File: src/rtl/ps2_keyboard_ascii.sv
// PS/2 keyboard receiver: synchronizes and filters the raw PS/2 lines,
// deserializes 11-bit frames, tracks E0/F0 prefixes and turns accepted make
// codes into a held 7-bit ASCII value with a one-cycle new-key strobe.
module ps2_keyboard_ascii #(
  parameter int FILTER_LEN     = 8,
  parameter int TIMEOUT_CYCLES = 40000
) (
  input  logic       clk,
  input  logic       rst,
  input  logic       ps2_clk,
  input  logic       ps2_data,
  output logic [6:0] ascii_out,
  output logic       ascii_new,
  output logic       frame_err
);

  localparam int FW = $clog2(FILTER_LEN + 1);
  localparam int TW = $clog2(TIMEOUT_CYCLES + 1);
  localparam logic [FW-1:0] FILT_MAX = FW'(FILTER_LEN - 1);
  localparam logic [TW-1:0] TMO_MAX  = TW'(TIMEOUT_CYCLES - 1);

  typedef enum logic [1:0] {
    ST_IDLE   = 2'd0,
    ST_DATA   = 2'd1,
    ST_PARITY = 2'd2,
    ST_STOP   = 2'd3
  } frame_state_e;

  // Odd parity over data bits plus parity bit: true when the ones count is odd.
  function automatic logic odd_parity(input logic [8:0] bits);
    return ^bits;
  endfunction

  // Scan-code lookup: returns {hit, ascii}; hit=0 means the code is unmapped.
  function automatic logic [7:0] map_code(input logic ext, input logic [7:0] code);
    logic [7:0] res;
    case ({ext, code})
      9'h01C: res = {1'b1, 7'h61};  // a
      9'h032: res = {1'b1, 7'h62};  // b
      9'h021: res = {1'b1, 7'h63};  // c
      9'h023: res = {1'b1, 7'h64};  // d
      9'h024: res = {1'b1, 7'h65};  // e
      9'h02B: res = {1'b1, 7'h66};  // f
      9'h034: res = {1'b1, 7'h67};  // g
      9'h033: res = {1'b1, 7'h68};  // h
      9'h043: res = {1'b1, 7'h69};  // i
      9'h03B: res = {1'b1, 7'h6A};  // j
      9'h042: res = {1'b1, 7'h6B};  // k
      9'h04B: res = {1'b1, 7'h6C};  // l
      9'h03A: res = {1'b1, 7'h6D};  // m
      9'h031: res = {1'b1, 7'h6E};  // n
      9'h044: res = {1'b1, 7'h6F};  // o
      9'h04D: res = {1'b1, 7'h70};  // p
      9'h015: res = {1'b1, 7'h71};  // q
      9'h02D: res = {1'b1, 7'h72};  // r
      9'h01B: res = {1'b1, 7'h73};  // s
      9'h02C: res = {1'b1, 7'h74};  // t
      9'h03C: res = {1'b1, 7'h75};  // u
      9'h02A: res = {1'b1, 7'h76};  // v
      9'h01D: res = {1'b1, 7'h77};  // w
      9'h022: res = {1'b1, 7'h78};  // x
      9'h035: res = {1'b1, 7'h79};  // y
      9'h01A: res = {1'b1, 7'h7A};  // z
      9'h045: res = {1'b1, 7'h30};  // 0
      9'h016: res = {1'b1, 7'h31};  // 1
      9'h01E: res = {1'b1, 7'h32};  // 2
      9'h026: res = {1'b1, 7'h33};  // 3
      9'h025: res = {1'b1, 7'h34};  // 4
      9'h02E: res = {1'b1, 7'h35};  // 5
      9'h036: res = {1'b1, 7'h36};  // 6
      9'h03D: res = {1'b1, 7'h37};  // 7
      9'h03E: res = {1'b1, 7'h38};  // 8
      9'h046: res = {1'b1, 7'h39};  // 9
      9'h029: res = {1'b1, 7'h20};  // space
      9'h05A: res = {1'b1, 7'h0D};  // enter
      9'h066: res = {1'b1, 7'h08};  // backspace
      9'h076: res = {1'b1, 7'h1B};  // escape
      9'h16B: res = {1'b1, 7'h61};  // left arrow  -> 'a'
      9'h174: res = {1'b1, 7'h64};  // right arrow -> 'd'
      9'h175: res = {1'b1, 7'h77};  // up arrow    -> 'w'
      9'h172: res = {1'b1, 7'h73};  // down arrow  -> 's'
      default: res = 8'h00;
    endcase
    return res;
  endfunction

  logic [1:0]    clk_sync_q;
  logic [1:0]    data_sync_q;
  logic          filt_clk_q;
  logic [FW-1:0] filt_cnt_q;
  logic          sample_q;

  frame_state_e  state_q;
  logic [2:0]    bit_cnt_q;
  logic [7:0]    shift_q;
  logic          parity_q;
  logic [TW-1:0] tmo_cnt_q;
  logic          frame_err_q;

  logic          ext_q;
  logic          brk_q;
  logic [6:0]    ascii_q;
  logic          ascii_new_q;

  logic          data_s;
  logic          byte_valid_s;
  logic [7:0]    lookup_s;

  assign data_s = data_sync_q[1];

  // Two-flop synchronizers for both asynchronous PS/2 lines.
  always_ff @(posedge clk or negedge rst) begin
    if (!rst) begin
      clk_sync_q  <= 2'b11;
      data_sync_q <= 2'b11;
    end else begin
      clk_sync_q  <= {clk_sync_q[0], ps2_clk};
      data_sync_q <= {data_sync_q[0], ps2_data};
    end
  end

  // Glitch filter on ps2_clk; a filtered 1->0 change emits a one-cycle sample event.
  always_ff @(posedge clk or negedge rst) begin
    if (!rst) begin
      filt_clk_q <= 1'b1;
      filt_cnt_q <= '0;
      sample_q   <= 1'b0;
    end else if (clk_sync_q[1] == filt_clk_q) begin
      filt_cnt_q <= '0;
      sample_q   <= 1'b0;
    end else if (filt_cnt_q == FILT_MAX) begin
      filt_clk_q <= clk_sync_q[1];
      filt_cnt_q <= '0;
      sample_q   <= filt_clk_q;
    end else begin
      filt_cnt_q <= filt_cnt_q + FW'(1);
      sample_q   <= 1'b0;
    end
  end

  // A frame is accepted on the stop-bit event when stop=1 and parity is odd.
  always_comb begin
    byte_valid_s = 1'b0;
    if (sample_q && (state_q == ST_STOP)) begin
      byte_valid_s = data_s & odd_parity({shift_q, parity_q});
    end else begin
      byte_valid_s = 1'b0;
    end
  end

  // Frame FSM: start/data/parity/stop deserialization with partial-frame timeout.
  always_ff @(posedge clk or negedge rst) begin
    if (!rst) begin
      state_q     <= ST_IDLE;
      bit_cnt_q   <= 3'd0;
      shift_q     <= 8'h00;
      parity_q    <= 1'b0;
      tmo_cnt_q   <= '0;
      frame_err_q <= 1'b0;
    end else begin
      frame_err_q <= 1'b0;
      if (state_q == ST_IDLE) begin
        tmo_cnt_q <= '0;
        if (sample_q && !data_s) begin
          state_q   <= ST_DATA;
          bit_cnt_q <= 3'd0;
        end
      end else if (sample_q) begin
        tmo_cnt_q <= '0;
        case (state_q)
          ST_DATA: begin
            shift_q <= {data_s, shift_q[7:1]};
            if (bit_cnt_q == 3'd7) begin
              state_q <= ST_PARITY;
            end else begin
              bit_cnt_q <= bit_cnt_q + 3'd1;
            end
          end
          ST_PARITY: begin
            parity_q <= data_s;
            state_q  <= ST_STOP;
          end
          ST_STOP: begin
            frame_err_q <= ~byte_valid_s;
            state_q     <= ST_IDLE;
          end
          default: state_q <= ST_IDLE;
        endcase
      end else if (tmo_cnt_q == TMO_MAX) begin
        tmo_cnt_q   <= '0;
        frame_err_q <= 1'b1;
        state_q     <= ST_IDLE;
      end else begin
        tmo_cnt_q <= tmo_cnt_q + TW'(1);
      end
    end
  end

  assign lookup_s = map_code(ext_q, shift_q);

  // Prefix tracking and make/break handling of the held ASCII code.
  always_ff @(posedge clk or negedge rst) begin
    if (!rst) begin
      ext_q       <= 1'b0;
      brk_q       <= 1'b0;
      ascii_q     <= 7'h00;
      ascii_new_q <= 1'b0;
    end else begin
      ascii_new_q <= 1'b0;
      if (byte_valid_s) begin
        if (shift_q == 8'hE0) begin
          ext_q <= 1'b1;
        end else if (shift_q == 8'hF0) begin
          brk_q <= 1'b1;
        end else begin
          ext_q <= 1'b0;
          brk_q <= 1'b0;
          if (lookup_s[7]) begin
            if (!brk_q) begin
              ascii_q     <= lookup_s[6:0];
              ascii_new_q <= 1'b1;
            end else if (lookup_s[6:0] == ascii_q) begin
              ascii_q <= 7'h00;
            end
          end
        end
      end
    end
  end

  assign ascii_out = ascii_q;
  assign ascii_new = ascii_new_q;
  assign frame_err = frame_err_q;

endmodule

File: config.mk
export PLATFORM = sky130hd
export DESIGN_NAME = ps2_keyboard_ascii
export DESIGN_NICKNAME = d
export VERILOG_FILES = /design/src/rtl/ps2_keyboard_ascii.sv
export SDC_FILE = /design/constraint.sdc
export NUM_CORES = 1
export LEC_CHECK = 0
export CAP_MARGIN = 40
export CORE_MARGIN = 1.5
export CORE_UTILIZATION = 45
export DETAILED_ROUTE_END_ITERATION = 12
export GPL_TIMING_DRIVEN = 0
export PLACE_DENSITY = 0.61
export SLEW_MARGIN = 20
export SYNTH_ARGS = -nofsm -noshare
export SYNTH_HDL_FRONTEND = slang
export SYNTH_SLANG_ARGS = --single-unit
File: constraint.sdc
create_clock -name clk -period 3 [get_ports clk]
set_input_delay 0.3 -clock clk [delete_from_list [all_inputs] [get_ports clk]]
set_output_delay 0.3 -clock clk [all_outputs]
set_load 0.01 [all_outputs]
==> results of run 1 <==
-- layer usage --
| layer | GRT usage | vias to the layer above | part of all wire | routed length, um |
|---|---|---|---|---|
| met5 | 0 | - | 0 | 0 |
| met4 | 0.08209 | 0 | 0.025 | 234 |
| met3 | 0.03190 | 22 | 0.031 | 295 |
| met2 | 0.3792 | 62 | 0.49 | 4606 |
| met1 | 0.2971 | 1512 | 0.46 | 4327 |
| li1 | - | 1536 | - | - |
-- stage by stage --
| stage | total power [mW] | area, um2 | setup TNS (ns) |
|---|---|---|---|
| floorplan | 0.7900 | 3811 | 0 |
| global placement | 0.8157 | 4063 | -2.037 |
| detailed placement | 0.8230 | 4090 | -0.1082 |
| CTS | 1.260 | 4193 | 0 |
| global route | 1.293 | 4248 | 0 |
| finish | 1.230 | 4248 | 0 |
-- cell families after synthesis --
kind of cell / after synthesis / synth area share
AO/OA/AOI/OAI: 70 / 0.1399
XOR/XNOR: 27 / 0.06960
adder cells (fa/ha/maj): 8 / 0.02627
buffers and inverters: 39 / 0.06369
flip-flops: 51 / 0.3365
multiplexers: 18 / 0.05253
AND/OR/NAND/NOR: 196 / 0.3116
-- power groups by stage --
| stage | combinational, mW | clock, mW | sequential, mW |
|---|---|---|---|
| floorplan | 0.0440 | 0 | 0.746 |
| global placement | 0.0669 | 0 | 0.749 |
| detailed placement | 0.0730 | 0 | 0.750 |
| CTS | 0.0731 | 0.450 | 0.737 |
| global route | 0.0811 | 0.472 | 0.741 |
| finish | 0.0709 | 0.422 | 0.737 |
-- layout make-up --
class	instances	area, um2
inverters	9	33.78
fillers	774	3969
repair buffers	15	155.1
plain buffers	30	214.0
multi-input cells	319	2335
clock inverters	3	27.53
flip-flops and latches	51	1282
clock buffers	5	68.82
well taps	105	131.4
-- flip-flops by register name, summed over array words and instances (netlist names), 2 cells and up --
| signal | cells |
|---|---|
| tmo_cnt_q | 16 |
| state_q | 2 |
| shift_q | 8 |
| data_sync_q | 2 |
| ascii_out | 7 |
| clk_sync_q | 2 |
| bit_cnt_q | 3 |
| filt_cnt_q | 4 |
-- worst paths after layout --
| path | start | endpoint | slack (ns) |
|---|---|---|---|
| hold reg to reg | clk_sync_q[0] | clk_sync_q[1] | 0.36 |
| max in group asynchronous | rst | data_sync_q[1] | 2.33 |
| min in group clk | clk_sync_q[0] | clk_sync_q[1] | 0.36 |
| hold / removal | rst | ascii_new | 0.04 |
| setup / recovery | shift_q[0] | ascii_out[5] | 0.18 |
| setup reg to reg | shift_q[0] | ascii_out[5] | 0.18 |
-- placed cells by master (no fill, tap or decap), types with 6 or more instances in the layout --
cell type | netlist | layout
xnor2_1 | 11 | 10
nor3_1 | 11 | 11
nand2_1 | 37 | 37
nor3b_1 | 6 | 6
nor2b_1 | 9 | 9
nand3b_1 | 7 | 7
mux2_2 | 7 | 7
clkbuf_1 | 7 | 7
nor4b_1 | 9 | 8
o21ai_0 | 11 | 11
nand4_1 | 11 | 11
nor2_1 | 38 | 38
o21ai_1 | 9 | 7
nand3_1 | 11 | 10
ha_1 | 8 | 8
inv_1 | 8 | 8
buf_4 | 7 | 8
nand2b_1 | 11 | 11
a21oi_1 | 16 | 16
xor2_1 | 13 | 12
buf_6 | 8 | 8
dfrtp_1 | 46 | 46
buf_2 | 8 | 8
clkdlybuf4s50_1 | 0 | 11
-- timing repair --
action | 4_1_cts | 5_1_grt
gates resized for setup | 1 | 10
endpoints found under the setup margin | 7 | 7
pin swaps | 0 | 3
setup buffers | 0 | 1
==> flow_metrics.py, run 1 <==
metrics = {
    "run_status": {
        "status": "completed",
    },
    "floorplan": {
        "num_rows": 33,
        "initial_utilization": 0.4638,
        "coreArea_um2": 8217,
        "die_w_um": 95.03,
        "num_io_pins": 13,
        "dieHeight_um": 95.03,
        "die-area_um2": 9031,
    },
    "setup_path": {
        "required_ns": 3.19,
        "crit_family": "simple AND/OR/NAND/NOR gates",
        "slowest_stage": "nor3_1",
        "path_class": "reg -> reg",
        "reg2reg_depth": 12,
        "startpoint_type": "flop",
        "crit_buf_inv": 4,
        "critical_path.cell_chain": "buf_2 -> clkbuf_4 -> clkbuf_4 -> nand3b_1 -> a2111o_1 -> o21ai_2 -> nor3_1 -> a31o_2 -> nand4_1 -> nor4_4 -> buf_4 -> o211ai_2",
        "path_depth": 12,
        "arrival_ns": 3.02,
        "crit_path_max_incr_delay_ns": 0.42,
        "end_kind": "flop",
        "crit_top_cell": "clkbuf_4",
        "critPathMaxFanout": 10,
    },
    "drt": {
        "viasPerCell": 5.832,
        "ant_nets": 0,
        "drc_errors": 0,
        "via_count": 3132,
        "drt_pass1_iterations": 4,
        "wl_um": 9464,
        "dr.first_iter.drc_count": 145,
        "wl_per_cell_um": 17.62,
    },
    "logic_synthesis": {
        "synth_most_common_cell": "dfrtp_1",
        "synth_fp_nets": 421,
        "synth_area_leader_cell": "dfrtp_1",
        "ys_ff_latch": 51,
        "ys_seq_area_frac": 0.3365,
        "synth_cell_types": 76,
        "async_reset_ff_frac": 1.000,
        "synth_ff_type": "dfrtp_1",
        "synth_edf_count": 0,
        "synth_area_um2": 3811,
        "yosysWarnings": 0,
        "synth_commonest_cells": "dfrtp_1, nor2_1, nand2_1",
        "synth_top_area_frac": 0.3020,
        "synth.area.top_cells": "dfrtp_1, nor2_1, nand2_1",
        "syn_avg_cell_area_um2": 9.318,
        "synthCells": 409,
    },
    "power_and_ir_drop": {
        "leakagePower_nw": 1.688,
        "pwr-share-comb": 0.058,
        "powerDensity_nw_per_um2": 289.6,
        "clkPwrFrac": 0.343,
        "power_frac_seq": 0.599,
        "switching_share": 0.2475,
        "irDropWorstVdd_mv": 0.2209,
        "p_sw_mw": 0.3044,
        "p_int_mw": 0.9256,
    },
    "global_route": {
        "grt_pass1_vias": 3038,
        "grt_first_pass_wirelength_um": 15710,
        "antenna_found_initial": 0,
        "grt_max_degree": 30,
        "track_usage": 0.2264,
        "grt_overflow_total": 0,
    },
    "final_layout": {
        "finish.utilization": 0.5170,
        "fin_cells": 537,
        "nets": 443,
        "syn_to_final_growth_pct": 11.46,
        "drive_above_1_share": 0.1852,
        "diodes": 0,
    },
    "cts": {
        "tritoncts": "built",
        "path_clk_slew_ns": 0.10,
        "h-tree-depth": 2,
        "cts.sinks": 51,
        "cts-root-buf": "clkbuf_8",
        "clock_latency_ns": 0.31,
        "numCtsBuffers": 5,
        "hold_buffers": 0,
        "ctsLongestPathBuffers": 2,
    },
    "sta": {
        "skew_ns": 0.01388,
        "fin_crit_sh": 0.9413,
        "layout_setup_ws_ns": 0.1761,
        "fmax_mhz": 354.1,
        "whs_ns": 0.03746,
        "worst_pin_slew_ns": 0.7289,
        "slew_headroom": 0.5141,
        "slew_violations": 0,
        "finalCriticalPeriod_ns": 2.824,
        "grt_setup_unrepaired": "false",
        "setup_viol_count_final": 0,
        "finalHoldViolCount": 0,
    },
    "place": {
        "place_congestion": 0.9278,
        "place_inst": 528,
        "pre_cts_ws_ns": -0.03446,
        "dp_hpwl_um": 6992,
        "numPortBuffers": 12,
    },
    "worst_hold_path": {
        "hold_path_class": "in -> async",
    },
    "flow_run": {
        "max_cap_viol_count": 0,
    },
}
No activity file was read; power rests on OpenSTA's default activity.
==> inputs of run 2 (changes only) <==
--- a/config.mk
+++ b/config.mk
@@ -5,9 +5,11 @@
 export SDC_FILE = /design/constraint.sdc
 export NUM_CORES = 1
 export LEC_CHECK = 0
+export ABC_CLOCK_PERIOD_IN_PS = 3200
 export CAP_MARGIN = 40
 export CORE_MARGIN = 1.5
 export CORE_UTILIZATION = 45
+export CTS_BUF_LIST = sky130_fd_sc_hd__clkbuf_4 sky130_fd_sc_hd__clkbuf_8 sky130_fd_sc_hd__clkbuf_16
 export DETAILED_ROUTE_END_ITERATION = 12
 export GPL_TIMING_DRIVEN = 0
 export PLACE_DENSITY = 0.61
==> constraint.sdc (replaced) <==
create_clock -name clk -period 3.2 [get_ports clk]
set_input_delay 0.32 -clock clk [delete_from_list [all_inputs] [get_ports clk]]
set_output_delay 0.32 -clock clk [all_outputs]
set_load 0.01 [all_outputs]
==> run 2 against run 1 <==
Sequential share of layout area up 0.44 points. Setup slack improved by 0.025 ns. Combinational power is 6.1% lower. Total power shrank 6.0%. Hold slack better by 0.019 ns. Largest cell class unchanged. Sequential cell count unchanged. Routed wire length shrank 0.82%. Fmax shrank 5.8%. Clock skew about the same.
==> flow_metrics.py, run 2 (same netlist as run 1, synthesis figures left out) <==
metrics = {
    "global_route": {
        "grt_pass1_vias": 3039,
        "grt_first_pass_wirelength_um": 15700,
        "grt_overflow_total": 0,
        "grt_max_degree": 30,
        "antenna_found_initial": 0,
        "track_usage": 0.2262,
    },
    "final_layout": {
        "syn_to_final_growth_pct": 9.849,
        "fin_area_um2": 4187,
        "multi_input_area_um2": 2286,
        "nets": 442,
        "final_common_cell": "dfrtp_1",
        "finish.utilization": 0.5095,
        "largest_register_ffs": 16,
        "n_fill_cell": 774,
        "top_register": "tmo_cnt_q",
        "diodes": 0,
        "drive_above_1_share": 0.1671,
        "most-common-layout-cells": "dfrtp_1, nor2_1, nand2_1",
        "fin_cells": 536,
        "final-seq-area_um2": 1282,
    },
    "flow_run": {
        "max_cap_viol_count": 0,
    },
    "floorplan": {
        "coreArea_um2": 8217,
        "die-area_um2": 9031,
        "dieHeight_um": 95.03,
        "initial_utilization": 0.4638,
        "die_w_um": 95.03,
        "num_io_pins": 13,
        "num_rows": 33,
    },
    "sta": {
        "skew_ns": 0.01427,
        "finalHoldViolCount": 0,
        "fin_crit_sh": 0.9373,
        "slew_headroom": 0.5060,
        "fmax_mhz": 333.4,
        "setup_viol_count_final": 0,
        "grt_setup_unrepaired": "false",
        "worst_pin_slew_ns": 0.7410,
        "finalCriticalPeriod_ns": 2.999,
        "slew_violations": 0,
    },
    "cts": {
        "cts_resized": 0,
        "cts.sinks": 51,
        "numCtsBuffers": 5,
        "ctsLongestPathBuffers": 2,
        "tritoncts": "built",
        "clock_latency_ns": 0.31,
        "path_clk_slew_ns": 0.10,
        "postCtsSetupBuffers": 0,
        "h-tree-depth": 2,
        "cts-root-buf": "clkbuf_8",
        "hold_buffers": 0,
    },
    "setup_path": {
        "slowest_stage": "nor4_4",
        "startpoint": "shift_q[3]",
        "regToRegEndpoint": "ascii_out[1]",
        "critPathMaxFanout": 10,
        "r2r-start": "shift_q[3]",
        "required_ns": 3.38,
        "crit_path_max_incr_delay_ns": 0.50,
        "arrival_ns": 3.18,
        "reg2reg_depth": 9,
        "startpoint_type": "flop",
        "path_class": "reg -> reg",
        "end_kind": "flop",
        "critical_path.cell_chain": "buf_4 -> nor4b_1 -> or3b_2 -> nand4_1 -> nor3b_2 -> and2_4 -> xnor2_2 -> nor4_4 -> o21ai_1",
        "regToRegSetupSlack_ns": 0.20,
    },
    "drt": {
        "viasPerCell": 5.897,
        "wl_per_cell_um": 17.51,
        "ant_nets": 0,
        "wl_um": 9386,
        "drc_errors": 0,
        "via_count": 3161,
        "dr.first_iter.drc_count": 177,
        "drt_pass1_iterations": 4,
    },
    "place": {
        "placed_area_um2": 4090,
        "dp_hpwl_um": 6992,
        "place_inst": 528,
        "place_congestion": 0.9278,
        "numPortBuffers": 12,
    },
    "worst_hold_path": {
        "hold_path_class": "in -> async",
    },
    "power_and_ir_drop": {
        "leakagePower_nw": 1.667,
        "irDropWorstVdd_mv": 0.2069,
        "powerDensity_nw_per_um2": 276.2,
        "finalPower_mw": 1.156,
    },
    "run_status": {
        "status": "completed",
    },
}
==> run 2: cell types whose count changed in the layout (fill, tap and decap cells not counted), moves of 2 or more <==
cell	previous run	this run
o21ai_1	7	9
buf_2	8	10
o21ai_2	2	0
clkbuf_4	2	0
==> run 2: where the power goes <==
group / total (mW) / internal [mW] / switching, mW / leakage, nW
logic: 0.0666 / 0.0321 / 0.0345 / 0.928
registers: 0.691 / 0.673 / 0.0178 / 0.693
clock network: 0.399 / 0.162 / 0.236 / 0.0467
==> run 2: layer usage <==
layer / GRT usage / wire length (um) / vias to the layer above
met5: 0 / 0 / -
met4: 0.08209 / 276 / 0
met3: 0.03190 / 415 / 25
met2: 0.3786 / 4485 / 86
met1: 0.2971 / 4208 / 1515
li1: - / - / 1535
==> run 2: stage by stage <==
step / setup TNS [ns] / hold WS, ns / setup slack (ns)
2_1_floorplan: 0 / 0.02441 / 0.6036
3_3_place_gp: -0.6365 / 0.3469 / -0.09806
3_5_place_dp: 0 / 0.3475 / 0.1655
4_1_cts: 0 / 0.06171 / 0.1680
5_1_grt: 0 / 0.1025 / 0.007543
6_report: 0 / 0.05693 / 0.2007
==> run 2: area by class of cell <==
cell class	instances	area share
Multi-Input combinational cell	319	0.5460
Sequential cell	51	0.3063
Buffer	30	0.04991
Timing Repair Buffer	14	0.03527
Tap cell	105	0.03138
Clock buffer	5	0.01644
Inverter	9	0.008069
Clock inverter	3	0.006575
==> run 2: how the worst max path moves through the flow <==
stage	end	slack, ns
floorplan	ascii_out[5]	0.60
global placement	ascii_out[6]	-0.1
detailed placement	ascii_out[1]	0.17
CTS	ascii_out[1]	0.17
global route	ascii_out[3]	0.008
finish	ascii_out[1]	0.20
==> run 2: worst max-delay path: cells and delay by family, from the launching register on <==
kind | cells | cell delay [ns]
xor gates and xnor gates | 1 | 0.14
DFF | 1 | 0.44
buffers and inverters | 1 | 0.20
AOI/OAI and AO/OA | 1 | 0.15
and+or+nand+nor | 6 | 1.94
==> inputs of run 3 (changes only) <==
--- a/config.mk
+++ b/config.mk
@@ -12,7 +12,7 @@
 export CTS_BUF_LIST = sky130_fd_sc_hd__clkbuf_4 sky130_fd_sc_hd__clkbuf_8 sky130_fd_sc_hd__clkbuf_16
 export DETAILED_ROUTE_END_ITERATION = 12
 export GPL_TIMING_DRIVEN = 0
-export PLACE_DENSITY = 0.61
+export PLACE_DENSITY = 0.65
 export SLEW_MARGIN = 20
 export SYNTH_ARGS = -nofsm -noshare
 export SYNTH_HDL_FRONTEND = slang
==> run 3 against run 2 <==
Total power increased by 0.20%. Combinational power increased by 0.9%. Global-route usage increased by 0.39 points. Hold slack got worse by 0.020 ns. Die area unchanged. Clock skew decreased by 0.0023 ns. Critical endpoint is now ascii_out[6]. Highest routed layer unchanged. Largest power group unchanged. Register-to-register slack improved by 0.05 ns.
==> flow_metrics.py, run 3 (same netlist as run 1, synthesis figures left out) <==
metrics = {
    "run_status": {
        "status": "completed",
    },
    "sta": {
        "skew_ns": 0.01197,
        "setup_tns_ns": 0,
        "slew_headroom": 0.5272,
        "finalCriticalPeriod_ns": 2.951,
        "fmax_mhz": 338.9,
        "fin_crit_sh": 0.9222,
        "setup_viol_count_final": 0,
        "slew_violations": 0,
        "finalHoldViolCount": 0,
        "worst_pin_slew_ns": 0.7092,
        "whs_ns": 0.03695,
        "grt_setup_unrepaired": "false",
    },
    "setup_path": {
        "startpoint": "shift_q[0]",
        "required_ns": 3.40,
        "r2r-start": "shift_q[0]",
        "reg2reg_depth": 11,
        "slowest_stage": "o311ai_1",
        "crit_top_cell": "buf_2",
        "critPathMaxFanout": 10,
        "crit_buf_inv": 3,
        "startpoint_type": "flop",
        "regToRegEndpoint": "ascii_out[6]",
        "regToRegSetupSlack_ns": 0.25,
        "path_class": "reg -> reg",
        "crit_path_max_incr_delay_ns": 0.41,
        "arrival_ns": 3.15,
        "end_kind": "flop",
        "critical_path.cell_chain": "buf_2 -> buf_2 -> buf_2 -> nor4b_1 -> o311ai_1 -> o311ai_0 -> nor2_1 -> xor2_1 -> a21oi_4 -> a211oi_1 -> o21ai_1",
        "path_depth": 11,
        "endpoint": "ascii_out[6]",
        "crit_family": "compound AO/OA/AOI/OAI gates",
    },
    "cts": {
        "clock_latency_ns": 0.31,
        "ctsLongestPathBuffers": 2,
        "cts_resized": 0,
        "cts-root-buf": "clkbuf_8",
        "path_clk_slew_ns": 0.11,
        "numCtsBuffers": 5,
        "h-tree-depth": 2,
        "hold_buffers": 0,
        "tritoncts": "built",
        "postCtsSetupBuffers": 0,
        "cts.sinks": 51,
    },
    "final_layout": {
        "drive_above_1_share": 0.1647,
        "diodes": 0,
        "most-common-layout-cells": "dfrtp_1, nor2_1, nand2_1",
        "fin_area_um2": 4187,
        "largest_register_ffs": 16,
        "final_common_cell": "dfrtp_1",
        "n_fill_cell": 775,
        "top_register": "tmo_cnt_q",
        "nets": 442,
        "syn_to_final_growth_pct": 9.849,
    },
    "floorplan": {
        "dieHeight_um": 95.03,
        "die-area_um2": 9031,
        "num_rows": 33,
        "die_w_um": 95.03,
        "coreArea_um2": 8217,
        "initial_utilization": 0.4638,
        "num_io_pins": 13,
    },
    "flow_run": {
        "max_cap_viol_count": 0,
    },
    "drt": {
        "wl_per_cell_um": 17.93,
        "drc_errors": 0,
        "wl_um": 9610,
        "viasPerCell": 5.983,
        "dr.first_iter.drc_count": 164,
        "ant_nets": 0,
        "via_count": 3207,
        "drt_pass1_iterations": 5,
    },
    "place": {
        "numPortBuffers": 12,
        "placed_area_um2": 4089,
        "dp_hpwl_um": 7136,
        "place_congestion": 0.9283,
    },
    "global_route": {
        "grt_first_pass_wirelength_um": 15850,
        "track_usage": 0.2302,
        "grt_overflow_total": 0,
        "grt_max_degree": 30,
        "grt_pass1_vias": 3100,
        "antenna_found_initial": 0,
    },
    "worst_hold_path": {
        "hold_path_class": "in -> async",
    },
    "power_and_ir_drop": {
        "irDropWorstVdd_mv": 0.2441,
        "powerDensity_nw_per_um2": 276.8,
        "finalPower_mw": 1.159,
        "leakagePower_nw": 1.667,
    },
}
run 3: cell count changes in the layout (fill, tap and decap cells not counted):
cell and delta:
buf_1 +1, buf_2 -1, clkinv_4 +2, clkinvlp_4 -1
inv_6 -1
run 3: metrics by stage:
step / cells / setup slack [ns] / utilization
final: 536 / 0.2491 / 0.5095
after global routing: 536 / 0.06960 / 0.5095
after CTS: 536 / 0.2600 / 0.5095
after detailed placement: 528 / 0.2734 / 0.4976
after global placement: 526 / -0.1662 / 0.4944
after floorplan: 409 / 0.6036 / -
run 3: worst register-to-register path: cells and delay by family, from the launching register on:
| family | cells | cell delay [ns] |
|---|---|---|
| xor gates and xnor gates | 1 | 0.35 |
| and+or+nand+nor | 2 | 0.31 |
| buffers and inverters | 3 | 0.73 |
| DFF | 1 | 0.33 |
| AOI/OAI and AO/OA | 5 | 1.11 |
run 3: report_power, final:
part           total [mW]  switching [mW]  internal (mW)
Combinational      0.0672          0.0348         0.0325
Clock               0.401           0.238          0.163
Sequential          0.691          0.0177          0.673
Total                1.16           0.291          0.868
run 3: area by class of cell:
| cell class | instances | area [um2] | area share |
|---|---|---|---|
| buffer | 30 | 209.0 | 0.04991 |
| timing repair buffer | 14 | 146.4 | 0.03497 |
| sequential | 51 | 1282 | 0.3063 |
| multi-input combinational | 319 | 2286 | 0.5460 |
| tap | 105 | 131.4 | 0.03138 |
| clock buffer | 5 | 68.82 | 0.01644 |
| inverter | 9 | 33.78 | 0.008069 |
| clock inverter | 3 | 28.78 | 0.006874 |
run 3: worst min path at each step:
stage | start | end | slack, ns | cells past startpoint
5_1_grt | rst | ascii_out[5] | 0.08 | 1
3_3_place_gp | data_sync_q[0] | data_sync_q[1] | 0.35 | 0
2_1_floorplan | rst | ascii_new | 0.02 | 0
3_5_place_dp | clk_sync_q[0] | clk_sync_q[1] | 0.35 | 0
4_1_cts | rst | ascii_out[0] | 0.07 | 1
6_report | rst | ascii_out[1] | 0.04 | 1
run 3: per-layer routing:
layer / vias up / part of all wire / global-route usage
met5: - / 0 / 0
met3: 22 / 0.039 / 0.03349
li1: 1534 / - / -
met4: 0 / 0.029 / 0.08831
met2: 94 / 0.48 / 0.3726
met1: 1557 / 0.45 / 0.3103
